### src/rtl/sdc_wb_slave_regs.sv
// Wishbone register slave for an SD host controller: the register file plus a
// timed command engine that completes or times out after a COMMAND write.
module sdc_wb_slave_regs #(
  parameter int unsigned CMD_LATENCY = 16,
  parameter int unsigned VOLTAGE_MV  = 3300
) (
  input  logic        wb_clk_i,
  input  logic        wb_rst_ni,
  input  logic [7:0]  wb_adr_i,
  input  logic [31:0] wb_dat_i,
  input  logic [3:0]  wb_sel_i,
  input  logic        wb_we_i,
  input  logic        wb_cyc_i,
  input  logic        wb_stb_i,
  output logic [31:0] wb_dat_o,
  output logic        wb_ack_o,
  output logic        cmd_busy_o,
  output logic        int_cmd_o
);

  localparam int unsigned CNT_W  = 24;
  localparam int unsigned EVT_W  = 5;
  localparam int unsigned CMD_W  = 14;
  localparam int unsigned BSZ_W  = 12;
  localparam int unsigned BCNT_W = 16;
  localparam int unsigned DIV_W  = 8;

  localparam logic [CNT_W-1:0] LAT_M1         = CNT_W'(CMD_LATENCY - 1);
  localparam logic [BSZ_W-1:0] BLOCK_SIZE_RST = BSZ_W'(511);

  localparam logic [7:0] ADR_ARGUMENT      = 8'h00;
  localparam logic [7:0] ADR_COMMAND       = 8'h04;
  localparam logic [7:0] ADR_RESPONSE_0    = 8'h08;
  localparam logic [7:0] ADR_RESPONSE_1    = 8'h0C;
  localparam logic [7:0] ADR_RESPONSE_2    = 8'h10;
  localparam logic [7:0] ADR_RESPONSE_3    = 8'h14;
  localparam logic [7:0] ADR_DATA_TIMEOUT  = 8'h18;
  localparam logic [7:0] ADR_CONTROL       = 8'h1C;
  localparam logic [7:0] ADR_CMD_TIMEOUT   = 8'h20;
  localparam logic [7:0] ADR_CLOCK_DIV     = 8'h24;
  localparam logic [7:0] ADR_VOLTAGE       = 8'h2C;
  localparam logic [7:0] ADR_CMD_EVT_STAT  = 8'h34;
  localparam logic [7:0] ADR_CMD_EVT_EN    = 8'h38;
  localparam logic [7:0] ADR_DATA_EVT_EN   = 8'h40;
  localparam logic [7:0] ADR_BLOCK_SIZE    = 8'h44;
  localparam logic [7:0] ADR_BLOCK_COUNT   = 8'h48;
  localparam logic [7:0] ADR_DATA_XFER_ADR = 8'h60;

  typedef enum logic {IDLE, BUSY} cmd_state_e;

  cmd_state_e         state_q, state_d;
  logic [CNT_W-1:0]   cnt_q, cnt_d;
  logic               ack_q, ack_d;
  logic [31:0]        dat_q, dat_d;
  logic               armed_q;
  logic               busy_q, busy_d;
  logic               int_q, int_d;

  logic [31:0]        argument_q, argument_d;
  logic [CMD_W-1:0]   command_q, command_d;
  logic [31:0]        resp0_q, resp0_d;
  logic [31:0]        resp1_q, resp1_d;
  logic [31:0]        resp2_q, resp2_d;
  logic [31:0]        resp3_q, resp3_d;
  logic [CNT_W-1:0]   data_timeout_q, data_timeout_d;
  logic               control_q, control_d;
  logic [CNT_W-1:0]   cmd_timeout_q, cmd_timeout_d;
  logic [DIV_W-1:0]   clock_div_q, clock_div_d;
  logic [EVT_W-1:0]   cmd_evt_stat_q, cmd_evt_stat_d;
  logic [EVT_W-1:0]   cmd_evt_en_q, cmd_evt_en_d;
  logic [EVT_W-1:0]   data_evt_en_q, data_evt_en_d;
  logic [BSZ_W-1:0]   block_size_q, block_size_d;
  logic [BCNT_W-1:0]  block_count_q, block_count_d;
  logic [31:0]        data_xfer_adr_q, data_xfer_adr_d;

  logic               req_c;
  logic               wr_c;
  logic [31:0]        wmask_c;
  logic [31:0]        rd_c;

  function automatic logic [31:0] lane_merge(input logic [31:0] old_v,
                                             input logic [31:0] new_v,
                                             input logic [31:0] mask);
    return (old_v & ~mask) | (new_v & mask);
  endfunction

  // armed_q holds off the very first edge after reset release
  assign req_c   = wb_cyc_i & wb_stb_i & ~ack_q & armed_q;
  assign wr_c    = req_c & wb_we_i;
  assign wmask_c = {{8{wb_sel_i[3]}}, {8{wb_sel_i[2]}}, {8{wb_sel_i[1]}}, {8{wb_sel_i[0]}}};

  // read mux; unmapped and read-as-zero locations fall through to 0
  always_comb begin
    rd_c = '0;
    case (wb_adr_i)
      ADR_ARGUMENT:      rd_c = argument_q;
      ADR_COMMAND:       rd_c = 32'(command_q);
      ADR_RESPONSE_0:    rd_c = resp0_q;
      ADR_RESPONSE_1:    rd_c = resp1_q;
      ADR_RESPONSE_2:    rd_c = resp2_q;
      ADR_RESPONSE_3:    rd_c = resp3_q;
      ADR_DATA_TIMEOUT:  rd_c = 32'(data_timeout_q);
      ADR_CONTROL:       rd_c = 32'(control_q);
      ADR_CMD_TIMEOUT:   rd_c = 32'(cmd_timeout_q);
      ADR_CLOCK_DIV:     rd_c = 32'(clock_div_q);
      ADR_VOLTAGE:       rd_c = 32'(VOLTAGE_MV);
      ADR_CMD_EVT_STAT:  rd_c = 32'(cmd_evt_stat_q);
      ADR_CMD_EVT_EN:    rd_c = 32'(cmd_evt_en_q);
      ADR_DATA_EVT_EN:   rd_c = 32'(data_evt_en_q);
      ADR_BLOCK_SIZE:    rd_c = 32'(block_size_q);
      ADR_BLOCK_COUNT:   rd_c = 32'(block_count_q);
      ADR_DATA_XFER_ADR: rd_c = data_xfer_adr_q;
      default:           rd_c = '0;
    endcase
  end

  // register writes, then the command engine; engine completion is applied last
  always_comb begin
    state_d         = state_q;
    cnt_d           = cnt_q;
    argument_d      = argument_q;
    command_d       = command_q;
    resp0_d         = resp0_q;
    resp1_d         = resp1_q;
    resp2_d         = resp2_q;
    resp3_d         = resp3_q;
    data_timeout_d  = data_timeout_q;
    control_d       = control_q;
    cmd_timeout_d   = cmd_timeout_q;
    clock_div_d     = clock_div_q;
    cmd_evt_stat_d  = cmd_evt_stat_q;
    cmd_evt_en_d    = cmd_evt_en_q;
    data_evt_en_d   = data_evt_en_q;
    block_size_d    = block_size_q;
    block_count_d   = block_count_q;
    data_xfer_adr_d = data_xfer_adr_q;

    if (wr_c) begin
      case (wb_adr_i)
        ADR_ARGUMENT:      argument_d = lane_merge(argument_q, wb_dat_i, wmask_c);
        ADR_COMMAND: begin
          if (state_q == IDLE) begin
            command_d = CMD_W'(lane_merge(32'(command_q), wb_dat_i, wmask_c));
          end
        end
        ADR_DATA_TIMEOUT:  data_timeout_d  = CNT_W'(lane_merge(32'(data_timeout_q), wb_dat_i, wmask_c));
        ADR_CONTROL:       control_d       = 1'(lane_merge(32'(control_q), wb_dat_i, wmask_c));
        ADR_CMD_TIMEOUT:   cmd_timeout_d   = CNT_W'(lane_merge(32'(cmd_timeout_q), wb_dat_i, wmask_c));
        ADR_CLOCK_DIV:     clock_div_d     = DIV_W'(lane_merge(32'(clock_div_q), wb_dat_i, wmask_c));
        ADR_CMD_EVT_STAT:  cmd_evt_stat_d  = '0;
        ADR_CMD_EVT_EN:    cmd_evt_en_d    = EVT_W'(lane_merge(32'(cmd_evt_en_q), wb_dat_i, wmask_c));
        ADR_DATA_EVT_EN:   data_evt_en_d   = EVT_W'(lane_merge(32'(data_evt_en_q), wb_dat_i, wmask_c));
        ADR_BLOCK_SIZE:    block_size_d    = BSZ_W'(lane_merge(32'(block_size_q), wb_dat_i, wmask_c));
        ADR_BLOCK_COUNT:   block_count_d   = BCNT_W'(lane_merge(32'(block_count_q), wb_dat_i, wmask_c));
        ADR_DATA_XFER_ADR: data_xfer_adr_d = lane_merge(data_xfer_adr_q, wb_dat_i, wmask_c);
        default: ;
      endcase
    end

    case (state_q)
      IDLE: begin
        if (wr_c && (wb_adr_i == ADR_COMMAND)) begin
          state_d = BUSY;
          cnt_d   = '0;
        end
      end
      BUSY: begin
        if (cnt_q == cmd_timeout_q) begin
          cmd_evt_stat_d = cmd_evt_stat_d | EVT_W'(5'b00011);
          state_d        = IDLE;
          cnt_d          = '0;
        end else if (cnt_q == LAT_M1) begin
          cmd_evt_stat_d = cmd_evt_stat_d | EVT_W'(5'b00001);
          if (command_q[1:0] != 2'b00) begin
            resp0_d = argument_q;
          end
          resp1_d = '0;
          resp2_d = '0;
          resp3_d = '0;
          state_d = IDLE;
          cnt_d   = '0;
        end else if (cnt_q != '1) begin
          cnt_d = cnt_q + CNT_W'(1);
        end
      end
      default: state_d = IDLE;
    endcase
  end

  // bus response and registered status outputs
  always_comb begin
    ack_d  = req_c;
    dat_d  = req_c ? rd_c : '0;
    busy_d = (state_d == BUSY);
    int_d  = |(cmd_evt_stat_d & cmd_evt_en_d);
  end

  always_ff @(posedge wb_clk_i or negedge wb_rst_ni) begin
    if (!wb_rst_ni) begin
      state_q         <= IDLE;
      cnt_q           <= '0;
      ack_q           <= 1'b0;
      dat_q           <= '0;
      armed_q         <= 1'b0;
      busy_q          <= 1'b0;
      int_q           <= 1'b0;
      argument_q      <= '0;
      command_q       <= '0;
      resp0_q         <= '0;
      resp1_q         <= '0;
      resp2_q         <= '0;
      resp3_q         <= '0;
      data_timeout_q  <= '0;
      control_q       <= 1'b0;
      cmd_timeout_q   <= '0;
      clock_div_q     <= '0;
      cmd_evt_stat_q  <= '0;
      cmd_evt_en_q    <= '0;
      data_evt_en_q   <= '0;
      block_size_q    <= BLOCK_SIZE_RST;
      block_count_q   <= '0;
      data_xfer_adr_q <= '0;
    end else begin
      state_q         <= state_d;
      cnt_q           <= cnt_d;
      ack_q           <= ack_d;
      dat_q           <= dat_d;
      armed_q         <= 1'b1;
      busy_q          <= busy_d;
      int_q           <= int_d;
      argument_q      <= argument_d;
      command_q       <= command_d;
      resp0_q         <= resp0_d;
      resp1_q         <= resp1_d;
      resp2_q         <= resp2_d;
      resp3_q         <= resp3_d;
      data_timeout_q  <= data_timeout_d;
      control_q       <= control_d;
      cmd_timeout_q   <= cmd_timeout_d;
      clock_div_q     <= clock_div_d;
      cmd_evt_stat_q  <= cmd_evt_stat_d;
      cmd_evt_en_q    <= cmd_evt_en_d;
      data_evt_en_q   <= data_evt_en_d;
      block_size_q    <= block_size_d;
      block_count_q   <= block_count_d;
      data_xfer_adr_q <= data_xfer_adr_d;
    end
  end

  assign wb_ack_o   = ack_q;
  assign wb_dat_o   = dat_q;
  assign cmd_busy_o = busy_q;
  assign int_cmd_o  = int_q;

endmodule

### config.mk
export PLATFORM = sky130hd
export DESIGN_NAME = sdc_wb_slave_regs
export DESIGN_NICKNAME = d
export VERILOG_FILES = /design/src/rtl/sdc_wb_slave_regs.sv
export SDC_FILE = /design/constraint.sdc
export NUM_CORES = 1
export LEC_CHECK = 0
export CORE_ASPECT_RATIO = 0.5
export CORE_UTILIZATION = 35
export CTS_CLUSTER_DIAMETER = 150
export DETAILED_ROUTE_END_ITERATION = 10
export GPL_TIMING_DRIVEN = 0
export HOLD_SLACK_MARGIN = 0.15
export PLACE_DENSITY = 0.6
export SKIP_LAST_GASP = 1
export SYNTH_ARGS = -nofsm -noshare
export SYNTH_HDL_FRONTEND = slang
export SYNTH_SLANG_ARGS = --single-unit
### constraint.sdc
create_clock -name wb_clk_i -period 4.94 [get_ports wb_clk_i]
set_clock_uncertainty 0.2 [all_clocks]
set_input_delay 1.235 -clock wb_clk_i [delete_from_list [all_inputs] [get_ports wb_clk_i]]
set_output_delay 1.235 -clock wb_clk_i [all_outputs]
set_load 0.01 [all_outputs]
After elaboration in Yosys (flattened, before gate mapping). Cells that the tools add are included.

$add $sub $neg: 1. Equal/unequal tests: 18. Mux-type cells: 18. Bitwise operators: 32. Reduce and logical (&&, ||, !) cells: 16.

Operators with widths (number): 32-bit case mux with 14 select lines (1); 32-bit bitwise AND (3); 24-bit two-way mux (4); 32-bit bitwise OR (2); 24-bit bitwise AND (2); 24-bit bitwise OR (2); 24-bit case mux with 2 select lines (1); 8-bit by 6-bit equality test with 1-bit output (second input constant) (5); 8-bit by 7-bit equality test with 1-bit output (second input constant) (4); 32-bit two-way mux (1); 32-bit inverter (1); 24-bit by 1-bit adder with 24-bit output (second input constant) (1); 24-bit equality test (1); 24-bit by 4-bit equality test with 1-bit output (second input constant) (1); 24-bit inequality test (second input constant) (1); 5-bit two-way mux (4); 2-bit AND reduction (10); 16-bit bitwise AND (1); 8-bit by 5-bit equality test with 1-bit output (second input constant) (2); 16-bit bitwise OR (1); 5-bit bitwise AND (3); 14-bit bitwise AND (1); 14-bit bitwise OR (1); 12-bit bitwise AND (1); 20 further kinds (31).

Register bits: 270. Input port bits: 49. Output and inout port bits: 35. Word-level logic and storage cells: 104.

Depth between registers and ports, before layout.
Word-level depth: 10. Depth in mapped cells: 9. Mapped depth without buffers: 7.

Worst setup path before layout. Ideal clock, no wire load.

Kind: in2reg. Start: input wb_adr_i[2]. End: register int_q (netlist: int_cmd_o). Library setup time: 126 ps. Arrival time: 3371 ps. Data required time: 4614 ps. Setup slack: 1243 ps. Stages on the path: 9. Path buffers: 3. Path through: buf_2 -> or4b_1 -> buf_2 -> nor3_4 -> and3_1 -> buf_4 -> mux2_2 -> a22o_1 -> a221o_1.

Elaborated cells on any way between the ends: 11. Those cells by class: eq/ne: 2; mux: 7; bitwise: 1; reduce/logical: 1.

RTL lines: start, declared (line 9) `input logic [7:0] wb_adr_i,`; 8-bit by 6-bit equality test with 1-bit output (line 139) `case (wb_adr_i)`; 5-bit two-way mux (line 139); 5-bit two-way mux (line 138) `if (wr_c) begin`; via cmd_evt_en_d[2] (line 70) `logic [EVT_W-1:0] cmd_evt_en_q, cmd_evt_en_d;`; 5-bit bitwise AND (line 195) `int_d = |(cmd_evt_stat_d & cmd_evt_en_d);`; 5-bit OR reduction (line 195); via int_d (line 57) `logic int_q, int_d;`; end signal, assigned (line 230) `int_q <= int_d;`; end, declared (line 57).

The timed path passes the listed nets, and every way through them passes these cells. A chain may end at the register's enable or synchronous reset.

Worst setup path after layout.
Start: input wb_adr_i[1]. End: register dat_q[1] (netlist: wb_dat_o[1]).

Word-level cells in the longest chain between the ends: 3. Elaborated cells on any way between the ends: 16. Those cells by class: eq/ne: 13; mux: 2; reduce/logical: 1.

Ends and longest elaborated chain: 8-bit by 7-bit equality test with 1-bit output, or another cell as far along (line 95) `case (wb_adr_i)`; 32-bit case mux with 14 select lines * (line 95); 32-bit two-way mux * (line 193) `dat_d = req_c ? rd_c : '0;`; via dat_d[1] (line 54) `logic [31:0] dat_q, dat_d;`; end signal, assigned (line 227) `dat_q <= dat_d;`; end, declared (line 54).

Mark *: on every way through the listed nets, which the timed path passes. The rest lies on a longest branch.

==> run summary <==
WHS = 298.1 ps
Finish-stage setup viols = 0
Worst-path clk slew = 60 ps
DRC viols = 0
clock network power share = 44.0%
critical path type = input port to register
reg2reg end = resp0_q[2]$_DFFE_PN0P_
hold_sp = resp0_q[4]$_DFFE_PN0P_
Final ANT Viol Nets = 0
Initial DRC Count = 901
Die Ht = 134.1 um
Seq pwr share = 48.2%
Hold Fails Final Rpt = 0
Mapped Cells = 948
crit share post-route = 93.16%
max_cap viols = 0
n_diodes = 0
via count = 8562
status = completed
Vias/cell = 5.560
synthesis-to-finish area growth = 19.09%
Pleak = 6.339 nW
HPWL Detailed = 23920 um
Worst Hold End = resp0_q[4]$_DFFE_PN0P_
launch point of the worst reg-to-reg path = cnt_q[0]$_DFFE_PN0P_
Worst Hold Depth = 1
global route overflow = 0
distinct cell type count after synthesis = 74
setup bufs post-CTS = 0
hold_buf cts = 0
clock root cell = clkbuf_16
Final Cell Area = 0.01455 mm2
Internal = 3.664 mW
Tot GR Track Use = 19.74%
Placed Area = 0.01364 mm2
routability cong. = 0.8587
DR WL/cell = 22.44 um
commonest non-fill, non-tap cell in the layout = dfrtp_1
Ys Warns = 0
final slew viol count = 0
TNS Setup = 0 ps
switching share of total power = 23.88%
Core ar. = 0.03370 mm2
fmax = 0.2173 GHz
routed wire length = 34550 um
Seq cells post-synth = 270
Initial Util = 36.25%
WP data arrival = 4820 ps
internal reg-to-reg setup slack = 1670 ps
Avg Cell Area, Syn = 12.88 um2
Comb power frac = 7.8%
post-route minimum period = 4602 ps
io pins = 84
chip width = 266.2 um
Net count, final = 1106
# resized after CTS = 0
worst-path cell chain = clkdlybuf4s50_1 -> nor4b_1 -> and2_1 -> clkbuf_1 -> a222oi_1 -> a31oi_1
ys async rst share = 100.0%
Setup crit end kind = register
Critical Path Start Type = input port
layout cells sized above 1 = 30.88%
CTS tree = yes
Slew @ Worst Pin = 1371 ps
Crit path max-delay family = simple AND/OR/NAND/NOR gates
clock net sink count = 270
post-synth net total = 998
net switching power = 1.150 mW
vias in the first global route = 8970
ys flop type = dfrtp_1
H-tree depth = 1
WP buf/inv = 2
Worst Path Max Fanout = 10
Die ar. = 0.03569 mm2
CTS Buffer Depth = 3
Hold Path Class = register to register
number of flops mapped to enable cells by yosys = 0
Port Buf Inserts = 78
Slew headroom = 7.887%
most frequent cells in the layout = 261 x dfrtp_1, 204 x mux2_2, 77 x clkdlybuf4s50_1
Slowest Stage Delay on Critical Path = 1170 ps
insertion delay to the later sink of the worst-skew pair = 550 ps
Num CTS Buffers = 26
Syn Std Cell Area = 0.01221 mm2
CP max-delay cell = nor4b_1
R2R cell count = 7
register area share after synthesis = 55.41%
PwrDens = 330.9 mW/mm2
TritonRoute pass-1 iters = 6
largest net degree at the start of global routing = 103
VDD IR max = 241.6 uV
first-pass GRT wire length = 53940 um
WP data required = 5160 ps
Fillers = 3069
row cnt = 47
RSZ-0062 raised after global routing = no
initial antenna violation count = 0
[Yosys cell counts, types with 12 or more instances]
master	n	share of area, %
a22oi_1	52	3.2
nand2_1	41	1.3
nand3_1	20	0.82
o21ai_0	15	0.61
a222oi_1	16	1.3
clkbuf_1	14	0.43
xnor2_1	24	1.7
dfrtp_1	261	53
a22o_1	12	0.86
and2_1	13	0.67
a21oi_1	14	0.57
buf_2	33	1.4
a31oi_1	31	1.6
mux2_2	204	19
nor2_1	32	0.98
nand4_1	13	0.67
and3_1	13	0.67
[metal layers]
metal  share of wire [%]  routed length (um)  global-route usage [%]
met1                  45               15600                   27.38
met2                  47               16070                   31.34
met3                 5.5                1895                   3.672
met4                 2.9                 986                   6.258
met5                   0                   0                       0
[power groups by stage]
stage	logic, mW	registers, mW	clock network (mW)
after floorplan	0.210	2.34	0
after global placement	0.360	2.36	0
after detailed placement	0.373	2.36	0
after CTS	0.376	2.32	2.16
after global routing	0.414	2.33	2.26
final	0.375	2.32	2.12
[logic make-up after synthesis]
logic type                 after synthesis  share of synthesized area, %
AOI/OAI and AO/OA                      191                         11.82
other                                    1                       0.03070
xor gates and xnor gates                24                         1.721
adders and majority gates                1                        0.1024
buffers and inverters                   59                         2.346
muxes                                  208                         19.15
DFF                                    270                         55.41
and+or+nand+nor                        194                         9.424
[stage by stage]
| step | power (mW) | setup WS [ps] | utilization (%) | cells |
|---|---|---|---|---|
| floorplan | 2.553 | 1243 | - | 948 |
| global placement | 2.721 | -8827 | 40.29 | 1491 |
| detailed placement | 2.733 | 72.53 | 40.47 | 1493 |
| CTS | 4.859 | 602.5 | 43.17 | 1540 |
| global route | 4.996 | 374.0 | 43.17 | 1540 |
| finish | 4.814 | 338.1 | 43.17 | 1540 |
[how the worst max path moves through the flow]
stage	slack [ps]	cells past startpoint	start	end
floorplan	1240	9	wb_adr_i[2]	int_cmd_o$_DFF_PN0_
global placement	-8830	1	wb_rst_ni	asynchronous set/reset pin
detailed placement	70	9	wb_adr_i[4]	wb_dat_o[13]$_DFF_PN0_
CTS	600	7	wb_adr_i[3]	wb_dat_o[1]$_DFF_PN0_
global route	370	7	wb_adr_i[3]	wb_dat_o[1]$_DFF_PN0_
finish	340	6	wb_adr_i[1]	wb_dat_o[1]$_DFF_PN0_
[cell type report]
cell class	count	area, um2	share of cell area (%)
Sequential cell	270	6768	46.52
Multi-Input combinational cell	619	5160	35.47
Inverter	5	18.77	0.1290
Clock inverter	11	171.4	1.178
Tap cell	465	581.8	4.000
Buffer	54	267.8	1.841
Clock buffer	36	738.2	5.075
Timing Repair Buffer	80	840.8	5.780
(Power assumes the default switching activity.)
